## src/rtl/rob_commit_ctrl.sv

```systemverilog
// rob_commit_ctrl: in-order reorder-buffer retirement (regfile write, store release, branch redirect/flush).
// Optional feature macro COMMIT_WB_BYPASS_EN: the head retires in the same cycle its CDB writeback arrives.
module rob_commit_ctrl #(
  parameter int unsigned ROB_DEPTH = 16,
  parameter int unsigned TAG_W     = 4,
  parameter int unsigned DATA_W    = 32,
  parameter int unsigned ADDR_W    = 32,
  parameter int unsigned REG_W     = 5
) (
  input  logic              clk_in,
  input  logic              rst_in,
  input  logic              rdy_in,
  input  logic              alloc_en_in,
  input  logic [1:0]        alloc_kind_in,
  input  logic [REG_W-1:0]  alloc_rd_in,
  output logic [TAG_W-1:0]  alloc_tag_out,
  output logic              full_out,
  input  logic              wb_en_in,
  input  logic [TAG_W-1:0]  wb_tag_in,
  input  logic [DATA_W-1:0] wb_value_in,
  input  logic              wb_jump_en_in,
  input  logic [ADDR_W-1:0] wb_jump_a_in,
  output logic              commit_reg_en_out,
  output logic [REG_W-1:0]  commit_rd_out,
  output logic [DATA_W-1:0] commit_value_out,
  output logic [TAG_W-1:0]  commit_tag_out,
  output logic              commit_store_en_out,
  input  logic              lsb_store_done_in,
  output logic              commit_pc_en_out,
  output logic [ADDR_W-1:0] commit_pc_out,
  output logic              clear_branch_out
);

  localparam int unsigned CNT_W    = TAG_W + 1;
  localparam logic [1:0]  KIND_REG = 2'd0;
  localparam logic [1:0]  KIND_ST  = 2'd1;
  localparam logic [1:0]  KIND_BR  = 2'd3;

  typedef enum logic [1:0] {ST_RUN, ST_WAIT_ST, ST_FLUSH} state_t;

  state_t            r_state, w_state_nxt;
  logic [TAG_W-1:0]  r_head, r_tail;
  logic [CNT_W-1:0]  r_count, w_count_nxt;
  logic              r_full, w_full_nxt;
  logic [ROB_DEPTH-1:0] r_valid, r_ready;

  logic [1:0]        r_ent_kind  [ROB_DEPTH];
  logic [REG_W-1:0]  r_ent_rd    [ROB_DEPTH];
  logic [DATA_W-1:0] r_ent_value [ROB_DEPTH];
  logic              r_ent_jen   [ROB_DEPTH];
  logic [ADDR_W-1:0] r_ent_ja    [ROB_DEPTH];

  logic              r_reg_en, r_store_en, r_pc_en, r_clear;
  logic [REG_W-1:0]  r_rd;
  logic [DATA_W-1:0] r_value;
  logic [TAG_W-1:0]  r_tag;
  logic [ADDR_W-1:0] r_pc;

  logic              w_alloc, w_wb_hit, w_retire, w_flush;
  logic              w_head_ready, w_head_jump_en;
  logic [1:0]        w_head_kind;
  logic [DATA_W-1:0] w_head_value;
  logic [ADDR_W-1:0] w_head_jump_a;
  logic              w_reg_en_nxt, w_store_en_nxt, w_pc_en_nxt, w_clear_nxt;
  logic [REG_W-1:0]  w_rd_nxt;
  logic [DATA_W-1:0] w_value_nxt;
  logic [TAG_W-1:0]  w_tag_nxt;
  logic [ADDR_W-1:0] w_pc_nxt;

  assign alloc_tag_out       = r_tail;
  assign full_out            = r_full;
  assign commit_reg_en_out   = r_reg_en;
  assign commit_rd_out       = r_rd;
  assign commit_value_out    = r_value;
  assign commit_tag_out      = r_tag;
  assign commit_store_en_out = r_store_en;
  assign commit_pc_en_out    = r_pc_en;
  assign commit_pc_out       = r_pc;
  assign clear_branch_out    = r_clear;

  assign w_alloc     = alloc_en_in && !r_full;
  assign w_wb_hit    = wb_en_in && r_valid[wb_tag_in];
  assign w_head_kind = r_ent_kind[r_head];

`ifdef COMMIT_WB_BYPASS_EN
  // A writeback aimed at the head is forwarded straight into the retire decision.
  logic w_wb_head;
  assign w_wb_head      = wb_en_in && (wb_tag_in == r_head);
  assign w_head_ready   = r_ready[r_head] || w_wb_head;
  assign w_head_value   = w_wb_head ? wb_value_in   : r_ent_value[r_head];
  assign w_head_jump_en = w_wb_head ? wb_jump_en_in : r_ent_jen[r_head];
  assign w_head_jump_a  = w_wb_head ? wb_jump_a_in  : r_ent_ja[r_head];
`else
  assign w_head_ready   = r_ready[r_head];
  assign w_head_value   = r_ent_value[r_head];
  assign w_head_jump_en = r_ent_jen[r_head];
  assign w_head_jump_a  = r_ent_ja[r_head];
`endif

  // State register
  always_ff @(posedge clk_in) begin
    if (rst_in)      r_state <= ST_RUN;
    else if (rdy_in) r_state <= w_state_nxt;
  end

  // Retire decision and next commit outputs
  always_comb begin
    w_state_nxt    = r_state;
    w_retire       = 1'b0;
    w_flush        = 1'b0;
    w_reg_en_nxt   = 1'b0;
    w_rd_nxt       = '0;
    w_value_nxt    = '0;
    w_tag_nxt      = '0;
    w_store_en_nxt = r_store_en;
    w_pc_en_nxt    = 1'b0;
    w_pc_nxt       = '0;
    w_clear_nxt    = 1'b0;
    case (r_state)
      ST_RUN: begin
        if (r_valid[r_head] && w_head_ready) begin
          if (w_head_kind == KIND_ST) begin
            w_store_en_nxt = 1'b1;
            w_state_nxt    = ST_WAIT_ST;
          end else begin
            if (w_head_kind != KIND_BR) begin
              w_reg_en_nxt = 1'b1;
              w_rd_nxt     = r_ent_rd[r_head];
              w_value_nxt  = w_head_value;
              w_tag_nxt    = r_head;
            end
            if ((w_head_kind != KIND_REG) && w_head_jump_en) begin
              w_pc_en_nxt = 1'b1;
              w_pc_nxt    = w_head_jump_a;
              w_clear_nxt = 1'b1;
              w_state_nxt = ST_FLUSH;
            end else begin
              w_retire = 1'b1;
            end
          end
        end
      end
      ST_WAIT_ST: begin
        if (lsb_store_done_in) begin
          w_store_en_nxt = 1'b0;
          w_retire       = 1'b1;
          w_state_nxt    = ST_RUN;
        end
      end
      ST_FLUSH: begin
        w_flush     = 1'b1;
        w_state_nxt = ST_RUN;
      end
      default: w_state_nxt = ST_RUN;
    endcase
  end

  // Occupancy; full is registered from the next-state view so it depends on registers only
  always_comb begin
    w_count_nxt = r_count;
    if (w_flush) w_count_nxt = '0;
    else         w_count_nxt = r_count + CNT_W'(w_alloc) - CNT_W'(w_retire);
    w_full_nxt = (w_count_nxt == CNT_W'(ROB_DEPTH)) || (w_state_nxt == ST_FLUSH);
  end

  always_ff @(posedge clk_in) begin
    if (rst_in) begin
      r_head     <= '0;
      r_tail     <= '0;
      r_count    <= '0;
      r_full     <= 1'b0;
      r_valid    <= '0;
      r_ready    <= '0;
      r_reg_en   <= 1'b0;
      r_rd       <= '0;
      r_value    <= '0;
      r_tag      <= '0;
      r_store_en <= 1'b0;
      r_pc_en    <= 1'b0;
      r_pc       <= '0;
      r_clear    <= 1'b0;
    end else if (rdy_in) begin
      r_count    <= w_count_nxt;
      r_full     <= w_full_nxt;
      r_reg_en   <= w_reg_en_nxt;
      r_rd       <= w_rd_nxt;
      r_value    <= w_value_nxt;
      r_tag      <= w_tag_nxt;
      r_store_en <= w_store_en_nxt;
      r_pc_en    <= w_pc_en_nxt;
      r_pc       <= w_pc_nxt;
      r_clear    <= w_clear_nxt;
      if (w_flush) begin
        r_head  <= '0;
        r_tail  <= '0;
        r_valid <= '0;
        r_ready <= '0;
      end else begin
        if (w_retire) r_head <= r_head + TAG_W'(1);
        if (w_alloc)  r_tail <= r_tail + TAG_W'(1);
        if (w_wb_hit) r_ready[wb_tag_in] <= 1'b1;
        if (w_alloc) begin
          r_valid[r_tail] <= 1'b1;
          r_ready[r_tail] <= 1'b0;
        end
        if (w_retire) begin
          r_valid[r_head] <= 1'b0;
          r_ready[r_head] <= 1'b0;
        end
      end
    end else begin
      // Frozen: pulses drop, the store release level is held
      r_reg_en <= 1'b0;
      r_pc_en  <= 1'b0;
      r_pc     <= '0;
      r_clear  <= 1'b0;
    end
  end

  // Entry payload; only meaningful while the matching valid bit is set
  always_ff @(posedge clk_in) begin
    if (!rst_in && rdy_in && !w_flush) begin
      if (w_wb_hit) begin
        r_ent_value[wb_tag_in] <= wb_value_in;
        r_ent_jen[wb_tag_in]   <= wb_jump_en_in;
        r_ent_ja[wb_tag_in]    <= wb_jump_a_in;
      end
      if (w_alloc) begin
        r_ent_kind[r_tail] <= alloc_kind_in;
        r_ent_rd[r_tail]   <= alloc_rd_in;
      end
    end
  end

endmodule

```

## config.mk

```make
export PLATFORM = sky130hd
export DESIGN_NAME = rob_commit_ctrl
export DESIGN_NICKNAME = d
export VERILOG_FILES = /design/src/rtl/rob_commit_ctrl.sv
export SDC_FILE = /design/constraint.sdc
export NUM_CORES = 1
export LEC_CHECK = 0
export CORE_ASPECT_RATIO = 0.6
export CORE_MARGIN = 1
export CORE_UTILIZATION = 45
export CTS_CLUSTER_DIAMETER = 50
export DETAILED_ROUTE_END_ITERATION = 8
export GPL_TIMING_DRIVEN = 1
export MAX_ROUTING_LAYER = met4
export SLEW_MARGIN = 20
export SYNTH_ARGS = -nofsm -noshare
export SYNTH_HDL_FRONTEND = slang
export SYNTH_SLANG_ARGS = --single-unit
```

## constraint.sdc

```tcl
create_clock -name clk_in -period 12.8 [get_ports clk_in]
set_input_delay 2.56 -clock clk_in [delete_from_list [all_inputs] [get_ports clk_in]]
set_output_delay 2.56 -clock clk_in [all_outputs]
set_load 0.1 [all_outputs]
```

==> flow_summary.rst, run 1 <==
.. list-table::
   :header-rows: 1

   * - Metric
     - Value
   * - Result of the run
     - complete, no violations
   * - Dominant delay contributor by cell family on the critical path
     - compound AO/OA/AOI/OAI gates
   * - Die Outline Area
     - around 110000 µm²
   * - Fraction of layout instances using a drive strength above 1
     - around a quarter
   * - Path class of the lowest-slack min-delay path
     - flip-flop to flip-flop
   * - Total global routing track utilization
     - between 20% and 30%
   * - Dominant register cell in the synthesized netlist
     - edfxtp_1
   * - Register-to-register path setup slack
     - 6.42 ns
   * - Drt first pass iters
     - 7
   * - Headroom to the max-slew limit
     - ~28%
   * - Boundary pin count
     - around 160
   * - Wire length per cell after detailed routing
     - approximately 28 µm
   * - Number of buffers inserted during clock tree synthesis
     - 114
   * - Number of cells traversed by the worst register-to-register path
     - 18
   * - Critical-path maximum fanout
     - 57
   * - Die outline width
     - roughly 430 µm
   * - Unrepaired setup endpoints after global routing
     - false
   * - TritonCTS clock tree
     - yes
   * - Post-DP HPWL
     - 61400 µm
   * - Row cnt
     - 92
   * - Starting Density
     - between 40 and 50%
   * - Buffers added on ports
     - about 160
   * - Number of buffer and inverter stages on the critical path
     - 3
   * - Total count of hold-check failures in the final report
     - 0
   * - Arrival time at the worst endpoint
     - roughly 7.0 ns
   * - Crit path from
     - r_head[1]
   * - Syn. warnings
     - 0
   * - GRT Residual Overflow
     - 0
   * - Data required time of the worst path
     - roughly 13 ns
   * - Final Wtd Congestion
     - about 0.86
   * - Max Cap Violations
     - 0
   * - Number of inserted filler cells in the final layout
     - approximately 8000
   * - Hold buffer count at cts
     - 0
   * - Setup clock skew after layout
     - 0.0271 ns
   * - Startpoint type of the worst setup path
     - flip-flop
   * - Post-cts sizing count
     - 0
   * - Crit-path cells
     - buf_4 > mux4_2 > nand2_1 > a2111oi_0 > a31oi_1 > a21oi_2 > or2_2 > nor2b_1 > ha_1 > inv_1 > ha_1 > inv_1 > fa_1 > xnor2_1 > or4b_2 > nor3_1 > a21oi_1 > o21ai_0
   * - Drt initial violations
     - about 2200
   * - Post-CTS setup buffer count
     - 0
   * - Clk_lat worst skew
     - between 0.7 and 0.8 ns
   * - Share of synthesized area occupied by flip-flops and latches
     - ~77%
   * - Number of enable-type register cells in the synthesized netlist
     - between 1000 and 1500
   * - Number of instances in the synthesized netlist
     - ~2200
   * - M3 GR Usage
     - 3.49%
   * - Wire length of the first global-routing pass
     - between 150000 and 200000 µm
   * - Syn-to-layout area delta
     - 14.7%
   * - Total length of routed wires
     - around 110000 µm
   * - Detail-routed via count per cell
     - around 6
   * - Total number of vias
     - approximately 23000
   * - Clock transition at the registers of the reported paths
     - around 0.07 ns
   * - H-tree level count
     - 3
   * - Area of the core region
     - 106000 µm²
   * - Final setup violation count
     - 0
   * - Leak
     - 16.9 nW
   * - R2R Path Start
     - r_head[1]
   * - Worst Max-Slew Pin Slew
     - approximately 1.1 ns
   * - Worst-case vdd ir drop
     - approximately 0.12 mV
   * - Number of distinct standard cells referenced by the synthesized netlist
     - between 50 and 60
   * - Crit path to
     - full_out
   * - Power Density
     - roughly 150 nW/µm²
   * - Endpoint class of the critical path
     - flip-flop
   * - Mapped Nets
     - about 2300
   * - Die height
     - ~260 µm
   * - Fin crit share
     - between 40 and 50%
   * - Drt drc
     - 0
   * - Cell with the largest stage delay on the worst path
     - buf_4
   * - Worst slack, placed
     - between 6 and 7 ns
   * - Endpoint of the worst register-to-register path
     - full_out
   * - Via count of the first global-routing pass
     - approximately 23000
   * - Buffers from clock root to sink, at most
     - 3
   * - Antenna violations before repair
     - 5
   * - Root buffer selected by CTS
     - clkbuf_16
   * - Timing-limited maximum frequency
     - between 150 and 200 MHz
   * - Synth Register Bits
     - approximately 1300
   * - Setup slack after layout
     - 6.42 ns
   * - Final critical-path required period
     - about 6.4 ns
   * - Max-slew violation count
     - 0
   * - Met2 track demand over resource in global routing
     - a little under a third
   * - Total Nets Final
     - about 2500
   * - Netlist area before placement
     - just under 50000 µm²
   * - Post-Synthesis Mean Instance Area
     - roughly 22 µm²
   * - Gr busiest metal
     - met1
   * - Sink Count
     - about 1300
   * - Synth async-reset ratio
     - 0%
   * - Slowest stage delay, CP
     - just under 0.8 ns
   * - Number of routed nets with antenna violations
     - 0
   * - M1 GR Usage
     - roughly a third
   * - Final-layout setup total negative slack
     - 0 ns
   * - Maximum number of pins on one net before global-route repair
     - ~110
   * - Stages on worst setup path
     - 18
   * - Number of instances on the worst hold path
     - 2
   * - Critical path start-end classification
     - flip-flop to flip-flop
## cell families after synthesis
logic type | Yosys count | share of synthesized area [%]
flops | 1280 | 76.5
mux | 374 | 17.0
simple gates | 226 | 2.33
compound gates | 172 | 2.43
buf+inv | 141 | 1.22
fa+ha+maj | 14 | 0.376
xor+xnor | 5 | 0.0902
## how the worst min path moves through the flow
| stage | slack [ns] | endpoint | from |
|---|---|---|---|
| after floorplan | 0.42 | r_ready[15] | r_ready[15] |
| after global placement | 0.44 | r_ready[15] | r_ready[15] |
| after detailed placement | 0.45 | r_ready[15] | r_ready[15] |
| after CTS | 0.46 | r_ready[15] | r_ready[15] |
| after global routing | 0.49 | r_ready[7] | r_ready[7] |
| final | 0.47 | r_ready[7] | r_ready[7] |
## per-layer routing
metal | vias to the layer above | part of all wire, %
li1 | 9710 | -
met1 | 12477 | 47
met2 | 734 | 46
met3 | 137 | 5.6
met4 | 0 | 1.6
met5 | - | 0
## layout by cell type, fill, tap and decap left out, types with 3 or more instances in the layout
cell type and instances:
ha_1 13, nor3b_1 4, inv_6 5, o21ai_0 18
nor3_1 10, nor2_1 47, nor2b_1 45, mux2i_1 12
and2_1 7, mux4_2 360, a31oi_1 6, nor4_2 3
xor2_1 3, nand2_1 47, nor2_4 4, o211ai_1 19
edfxtp_1 1152, bufinv_16 6, o31ai_1 3, inv_1 15
a41oi_1 10, a221oi_1 5, diode_2 3, and3_1 3
clkbuf_1 30, clkdlybuf4s50_1 163, clkinv_1 11, a21oi_1 56
clkbuf_16 118, clkinv_2 25, nand3_1 24, nor3_2 6
clkbuf_8 11, a22o_1 39, dfxtp_1 122, nor2_2 4
a22oi_1 4, dfxtp_4 4, buf_4 50, clkinv_8 6
## through the flow
| stage | area, µm² | utilization, % | total power [mW] | hold WS [ns] | std cells |
|---|---|---|---|---|---|
| after floorplan | 48600 | - | 4.68 | 0.425 | 2212 |
| after global placement | 52000 | 49.0 | 4.76 | 0.438 | 3715 |
| after detailed placement | 52000 | 49.0 | 4.77 | 0.452 | 3715 |
| after CTS | 55700 | 52.5 | 8.17 | 0.463 | 3930 |
| after global routing | 55700 | 52.6 | 8.33 | 0.489 | 3933 |
| final | 55700 | 52.6 | 8.10 | 0.470 | 3933 |
## registers in the layout, indices dropped and copies added (netlist names), named ones only
name / flops
alloc_tag_out: 4
clear_branch_out: 1
commit_pc_out: 32
commit_rd_out: 5
commit_reg_en_out: 1
commit_store_en_out: 1
commit_tag_out: 4
commit_value_out: 32
full_out: 1
r_count: 5
r_ent_ja: 512
r_ent_jen: 16
r_ent_kind: 32
r_ent_rd: 80
r_ent_value: 512
r_head: 4
r_ready: 16
r_state: 2
r_valid: 16
## cells in the mapped netlist, types with 2 or more instances
library cell,n,area [µm²]
buf_6,3,33.8
ha_1,13,163
and4_1,2,17.5
nor3b_1,6,45.0
o21ai_0,18,90.1
a41oi_1,10,87.6
mux4_1,2,52.6
clkbuf_1,72,270
o31ai_1,3,22.5
nand2b_1,2,12.5
o211ai_1,19,143
or3_1,2,12.5
mux2i_1,12,120
buf_2,22,110
a21oi_1,56,280
nand2_1,47,176
a221oi_1,5,43.8
and2_1,8,50.1
nor4_1,4,25.0
xnor2_1,2,17.5
buf_4,4,30.0
clkinv_1,2,7.51
inv_1,17,63.8
nor3_1,16,80.1
and3_1,4,25.0
nor2_1,55,206
dfxtp_1,128,2560
or2_2,2,12.5
buf_1,20,75.1
nand4_1,2,12.5
mux4_2,360,8110
a22o_1,39,342
xor2_1,3,26.3
edfxtp_1,1152,34600
a31oi_1,6,37.5
a21o_1,2,15.0
a22oi_1,4,30.0
nand3_1,25,125
nor2b_1,45,282
## area by class of cell
cell class / count / area, µm² / share of cell area (%)
Timing Repair Buffer: 214 / 2030 / 3.64
Clock buffer: 160 / 3220 / 5.78
Multi-Input combinational cell: 791 / 10900 / 19.6
Inverter: 20 / 76.3 / 0.137
Sequential cell: 1280 / 37200 / 66.7
Tap cell: 1410 / 1760 / 3.17
Antenna cell: 3 / 7.51 / 0.0135
Clock inverter: 55 / 519 / 0.932
## tightest hold or removal path: cells and delay by family (launching register included)
| family | cells | cell delay [ns] |
|---|---|---|
| flip-flops | 1 | 0.33 |
| AND/OR/NAND/NOR | 2 | 0.10 |
## power breakdown
group          internal, mW  switching [mW]  leakage [nW]
registers              4.55         0.00289          11.4
clock network          1.89            1.53          1.84
logic                0.0375          0.0900          3.66
Power figures use the tool's default switching activity.
==> run 2: changes to the inputs <==
Clock period 12.8 ns to 6.5 ns, I/O delays scaled along.
==> run 2 against run 1 <==
  * Clock power increased by 97%
  * First-iteration DRC count increased by 1.4%
  * Via count increased by 1.9%
  * Highest routed layer unchanged
==> flow_summary.rst, run 2 (synthesis results as in run 1) <==
.. list-table::
   :header-rows: 1

   * - Metric
     - Value
   * - Die height
     - 256 µm
   * - Fin crit share
     - between 70% and 80%
   * - Row cnt
     - 92
   * - Wire length of the first global-routing pass
     - 165000 µm
   * - Total global routing track utilization
     - 21.6%
   * - Crit-path cells
     - buf_4 > mux2i_1 > a221oi_1 > o21ai_0 > o211ai_1 > a21oi_2 > or2_2 > nor2b_1 > ha_1 > inv_1 > ha_1 > inv_1 > fa_1 > xnor2_1 > or4b_2 > nor3_1 > a21oi_1 > o21ai_0
   * - Data required time of the worst path
     - 7.17 ns
   * - Final Wtd Congestion
     - around 0.9
   * - Via count of the first global-routing pass
     - ~23000
   * - Most used cells in the layout excluding fill and tap cells
     - 1152 x edfxtp_1, 360 x mux4_2, 163 x clkdlybuf4s50_1
   * - Hold buffer count at cts
     - 0
   * - Number of routed nets with antenna violations
     - 0
   * - Power Density
     - 285 nW/µm²
   * - Max Cap Violations
     - 0
   * - Post-CTS setup buffer count
     - 0
   * - Detail-routed via count per cell
     - around 6.0
   * - TritonCTS clock tree
     - yes
   * - Hold Worst Slack
     - 0.450 ns
   * - Total count of hold-check failures in the final report
     - 0
   * - GRT Residual Overflow
     - 0
   * - Met1 WL
     - about 53000 µm
   * - Top Registers
     - r_ent_ja: 512 flops, r_ent_value: 512 flops, r_ent_rd: 80 flops
   * - Cell with the largest stage delay on the worst path
     - dfxtp_4
   * - Max-slew violation count
     - 0
   * - Final critical-path required period
     - roughly 5 ns
   * - Total length of routed wires
     - approximately 110000 µm
   * - Startpoint type of the worst setup path
     - flip-flop
   * - Result of the run
     - complete, no violations
   * - Starting Density
     - ~46%
   * - Leak
     - 17.0 nW
   * - Setup clock skew after layout
     - between 0.03 and 0.04 ns
   * - Total Nets Final
     - approximately 2500
   * - Syn-to-layout area delta
     - 15.2%
   * - H-tree level count
     - 3
   * - Post-layout power
     - 15.9 mW
   * - Critical path start-end classification
     - flip-flop to flip-flop
   * - Buffers added on ports
     - about 160
   * - Maximum number of pins on one net before global-route repair
     - 150
   * - Drt first pass iters
     - 5
   * - Total met2 wirelength after detailed routing
     - slightly above 50000 µm
   * - Total number of vias
     - about 24000
   * - Antenna violations before repair
     - 2
   * - Die outline width
     - between 400 and 500 µm
   * - Drt initial violations
     - between 2000 and 2500
   * - Clock transition at the registers of the reported paths
     - approximately 0.060 ns
   * - Critical-path maximum fanout
     - 38
   * - Timing-limited maximum frequency
     - 195 MHz
   * - Sink Count
     - ~1300
   * - Clk_lat worst skew
     - ~0.74 ns
   * - Arrival time at the worst endpoint
     - between 5 and 6 ns
   * - Boundary pin count
     - approximately 160
   * - Root buffer selected by CTS
     - clkbuf_16
   * - Endpoint class of the critical path
     - flip-flop
   * - Path class of the lowest-slack min-delay path
     - flip-flop to flip-flop
   * - Post-DP HPWL
     - between 60000 and 70000 µm
   * - Worst Max-Slew Pin Slew
     - roughly 1.1 ns
   * - Fraction of layout instances using a drive strength above 1
     - between 20% and 30%
   * - Post-cts sizing count
     - 0
   * - Wire length per cell after detailed routing
     - 28.7 µm
   * - Die Outline Area
     - 109000 µm²
   * - Headroom to the max-slew limit
     - around 26%
   * - Detailed-routed wire length on met3
     - 8100 µm
   * - Final-layout setup total negative slack
     - 0 ns
   * - Slowest stage delay, CP
     - 0.83 ns
   * - Final setup violation count
     - 0
   * - Buffers from clock root to sink, at most
     - 3
   * - Number of buffers inserted during clock tree synthesis
     - 117
   * - Max Used Layer
     - met4
   * - Worst-case vdd ir drop
     - 0.220 mV
   * - Unrepaired setup endpoints after global routing
     - false
   * - Drt drc
     - 0
   * - Most frequent standard cell in the layout excluding fill and tap cells
     - edfxtp_1
   * - Area of the core region
     - ~110000 µm²
run 2: cell types whose count changed in the layout (fill, tap and decap cells not counted), sizes merged:
cell	previous run	this run
diode	3	6
clkbuf	160	158
clkinvlp	2	5
clkinv	44	49
buf	51	59
run 2: path summary, 6_finish.rpt:
path	startpoint	to	slack [ns]	depth (start not counted)
min	r_ready[15]	r_ready[15]	0.45	2
min reg2reg	r_ready[15]	r_ready[15]	0.45	2
max reg2reg	flip-flop	full_out	1.36	18
max	flip-flop	full_out	1.36	18
run 2: where the power goes:
group / internal (mW) / leakage, nW / switching, mW
logic: 0.0749 / 3.76 / 0.181
registers: 8.96 / 11.4 / 0.00589
clock network: 3.68 / 1.82 / 3.05
run 2: through the flow:
stage | setup slack, ns | instance area (µm²) | std cells | utilization (%)
6_report | 1.36 | 55900 | 3950 | 52.8
5_1_grt | 0.885 | 55900 | 3946 | 52.7
2_1_floorplan | -2.71 | 48600 | 2212 | -
3_5_place_dp | 0.848 | 52200 | 3723 | 49.2
3_3_place_gp | 1.10 | 52100 | 3723 | 49.2
4_1_cts | 1.34 | 55900 | 3944 | 52.7
run 2: cell type report:
cell class	count	area, µm²
Tap cell	1410	1760
Timing Repair Buffer	222	2200
Clock inverter	63	582
Sequential cell	1280	37200
Antenna cell	6	15.0
Inverter	20	77.6
Multi-Input combinational cell	791	11000
Fill cell	8078	50100
Clock buffer	158	3160
run 2: worst max-delay path, delay by kind of cell, from the launching register on:
kind | cells | cell delay (ns)
and+or+nand+nor | 4 | 1.28
DFF | 1 | 0.83
buffers and inverters | 3 | 0.53
muxes | 1 | 0.13
adders and majority gates | 3 | 0.88
AOI/OAI and AO/OA | 6 | 1.19
xor gates and xnor gates | 1 | 0.16
run 2: per-layer routing:
layer	up-vias	GRT usage, %
li1	9762	-
met1	12741	33.3
met2	834	29.9
met3	169	4.25
met4	0	4.45
met5	-	-
==> run 3: changes to the inputs <==
Clock period 6.5 ns to 4.4 ns, I/O delays scaled along.
==> run 3 against run 2 <==
  * Clock skew fell by 0.010 ns
  * Combinational power rose by 52%
  * Clock power is 53% higher
  * Register-to-register slack worse by 1.1 ns
  * Non-clock buffer count increased by 41
  * Wire length is 0.91% higher
  * Die area is the same
  * Fmax increased by 23%
  * Worst setup slack worse by 1.1 ns
  * Cell count rose by 1.2%
  * Worst hold slack improved by 0.012 ns
  * Largest cell class unchanged
==> flow_summary.rst, run 3 (synthesis results as in run 1) <==
.. list-table::
   :header-rows: 1

   * - Metric
     - Value
   * - Result of the run
     - complete, no violations
   * - Endpoint class of the critical path
     - flip-flop
   * - Drt drc
     - 0
   * - Critical-path maximum fanout
     - 5
   * - Clk_lat worst skew
     - 0.72 ns
   * - Arrival time at the worst endpoint
     - about 4.8 ns
   * - Worst Max-Slew Pin Slew
     - 1.15 ns
   * - Post-DP HPWL
     - 60600 µm
   * - Hold buffer count at cts
     - 0
   * - Area of the core region
     - roughly 110000 µm²
   * - Power Density
     - between 400 and 500 nW/µm²
   * - Die Outline Area
     - 109000 µm²
   * - Leak
     - 17.4 nW
   * - Setup slack after layout
     - 0.228 ns
   * - Detail-routed via count per cell
     - around 5.9
   * - Summed area of non-filler cells in the final layout
     - 56700 µm²
   * - Path class of the lowest-slack min-delay path
     - flip-flop to flip-flop
   * - Worst-case vdd ir drop
     - around 0.37 mV
   * - Row cnt
     - 92
   * - Critical path start-end classification
     - flip-flop to flip-flop
   * - GRT Residual Overflow
     - 0
   * - Wire length per cell after detailed routing
     - around 29 µm
   * - Timing-limited maximum frequency
     - 240 MHz
   * - Clock transition at the registers of the reported paths
     - about 0.060 ns
   * - Final setup violation count
     - 0
   * - Most used cells in the layout excluding fill and tap cells
     - 1152 x edfxtp_1, 361 x mux4_2, 163 x clkdlybuf4s50_1
   * - Worst slack, placed
     - approximately 0.090 ns
   * - Top Registers
     - r_ent_ja: 512 flops, r_ent_value: 512 flops, r_ent_rd: 80 flops
   * - Syn-to-layout area delta
     - 16.8%
   * - Most frequent standard cell in the layout excluding fill and tap cells
     - edfxtp_1
   * - Data required time of the worst path
     - around 5.1 ns
   * - Boundary pin count
     - 164
   * - Final critical-path required period
     - around 4.2 ns
   * - Starting Density
     - 45.8%
   * - Number of routed nets with antenna violations
     - 0
   * - Fraction of layout instances using a drive strength above 1
     - 26.4%
   * - Drt initial violations
     - about 2200
   * - Buffers added on ports
     - 163
   * - Startpoint type of the worst setup path
     - flip-flop
   * - Headroom to the max-slew limit
     - a little under a quarter
   * - Wire length of the first global-routing pass
     - approximately 170000 µm
   * - Total length of routed wires
     - 115000 µm
   * - Sink Count
     - about 1300
   * - Antenna violations before repair
     - 6
   * - TritonCTS clock tree
     - yes
   * - Buffers from clock root to sink, at most
     - 3
   * - Number of buffers inserted during clock tree synthesis
     - between 100 and 150
   * - H-tree level count
     - 3
   * - Fin crit share
     - 94.8%
   * - Total number of vias
     - ~23000
   * - Total global routing track utilization
     - a little over a fifth
   * - Max-slew violation count
     - 0
   * - Via count of the first global-routing pass
     - around 24000
   * - Total Nets Final
     - approximately 2600
   * - Setup clock skew after layout
     - about 0.025 ns
   * - Die outline width
     - ~430 µm
   * - Final Wtd Congestion
     - about 0.9
   * - Die height
     - around 260 µm
   * - Total count of hold-check failures in the final report
     - 0
   * - Max Cap Violations
     - 0
   * - Maximum number of pins on one net before global-route repair
     - 115
   * - Root buffer selected by CTS
     - clkbuf_16
   * - Drt first pass iters
     - 5
   * - Dpl cell area
     - approximately 53000 µm²
   * - Hold Worst Slack
     - ~0.46 ns
==> run 3: cell types whose count changed in the layout (fill, tap and decap cells not counted), sizes merged <==
cell      change
inv           +1
bufinv        +2
diode         +1
clkinv       -10
clkinvlp      -2
buf          +41
clkbuf       +14
==> run 3: area by class of cell <==
class | count | area (µm²)
fillers | 7988 | 49300
flip-flops and latches | 1280 | 37200
well taps | 1410 | 1760
clock buffers | 172 | 3380
multi-input cells | 791 | 11000
diodes | 7 | 17.5
repair buffers | 263 | 2700
clock inverters | 54 | 548
inverters | 20 | 76.3
==> run 3: worst paths after layout <==
kind	from	to	slack, ns	cells after the start
worst min-delay path	commit_tag_out[2]	commit_tag_out[2]	0.46	2
worst max register to register	r_head[1]	full_out	0.23	18
worst min register to register	commit_tag_out[2]	commit_tag_out[2]	0.46	2
worst max-delay path	r_head[1]	full_out	0.23	18
==> run 3: critical path, cell delays in order, from the launching register on <==
cell     delay, ns
dfxtp_4       0.37
buf_4         0.16
nand3_1       0.08
o21ai_0       0.08
mux4_2        0.48
a31oi_2       0.34
a21oi_2       0.11
or2_4         0.27
nor2b_2       0.15
ha_1          0.28
inv_1         0.06
ha_1          0.15
inv_1         0.07
fa_2          0.37
xnor2_1       0.16
or4b_2        0.64
nor3_2        0.17
a21oi_1       0.06
o21ai_1       0.10
==> run 3: layer usage <==
layer,track usage [%],vias to the layer above,part of all wire (%)
li1,-,9855,-
met1,32.5,12672,46
met2,31.6,803,46
met3,4.45,153,6.8
met4,4.31,0,1.6
met5,-,-,0
==> run 3: per-stage QoR <==
stage / power [mW] / TNS [ns] / cells / utilization (%)
after floorplan: 13.6 / -135.07 / 2212 / -
after global placement: 13.9 / -0.00248 / 3759 / 49.7
after detailed placement: 13.9 / 0 / 3759 / 49.7
after CTS: 24.2 / 0 / 3985 / 53.4
after global routing: 24.6 / -0.00452 / 3995 / 53.5
final: 24.0 / 0 / 3997 / 53.5
==> run 3: what timing repair did <==
| action | in CTS | in global routing |
|---|---|---|
| setup endpoints to repair | 0 | 2 |
| setup buffers | 0 | 4 |
| resized for setup | 0 | 18 |
==> run 3: power by group <==
group	leakage (nW)	switching [mW]	internal, mW
registers	11.4	0.00842	13.2
clock network	1.91	4.49	5.83
logic	4.11	0.267	0.123
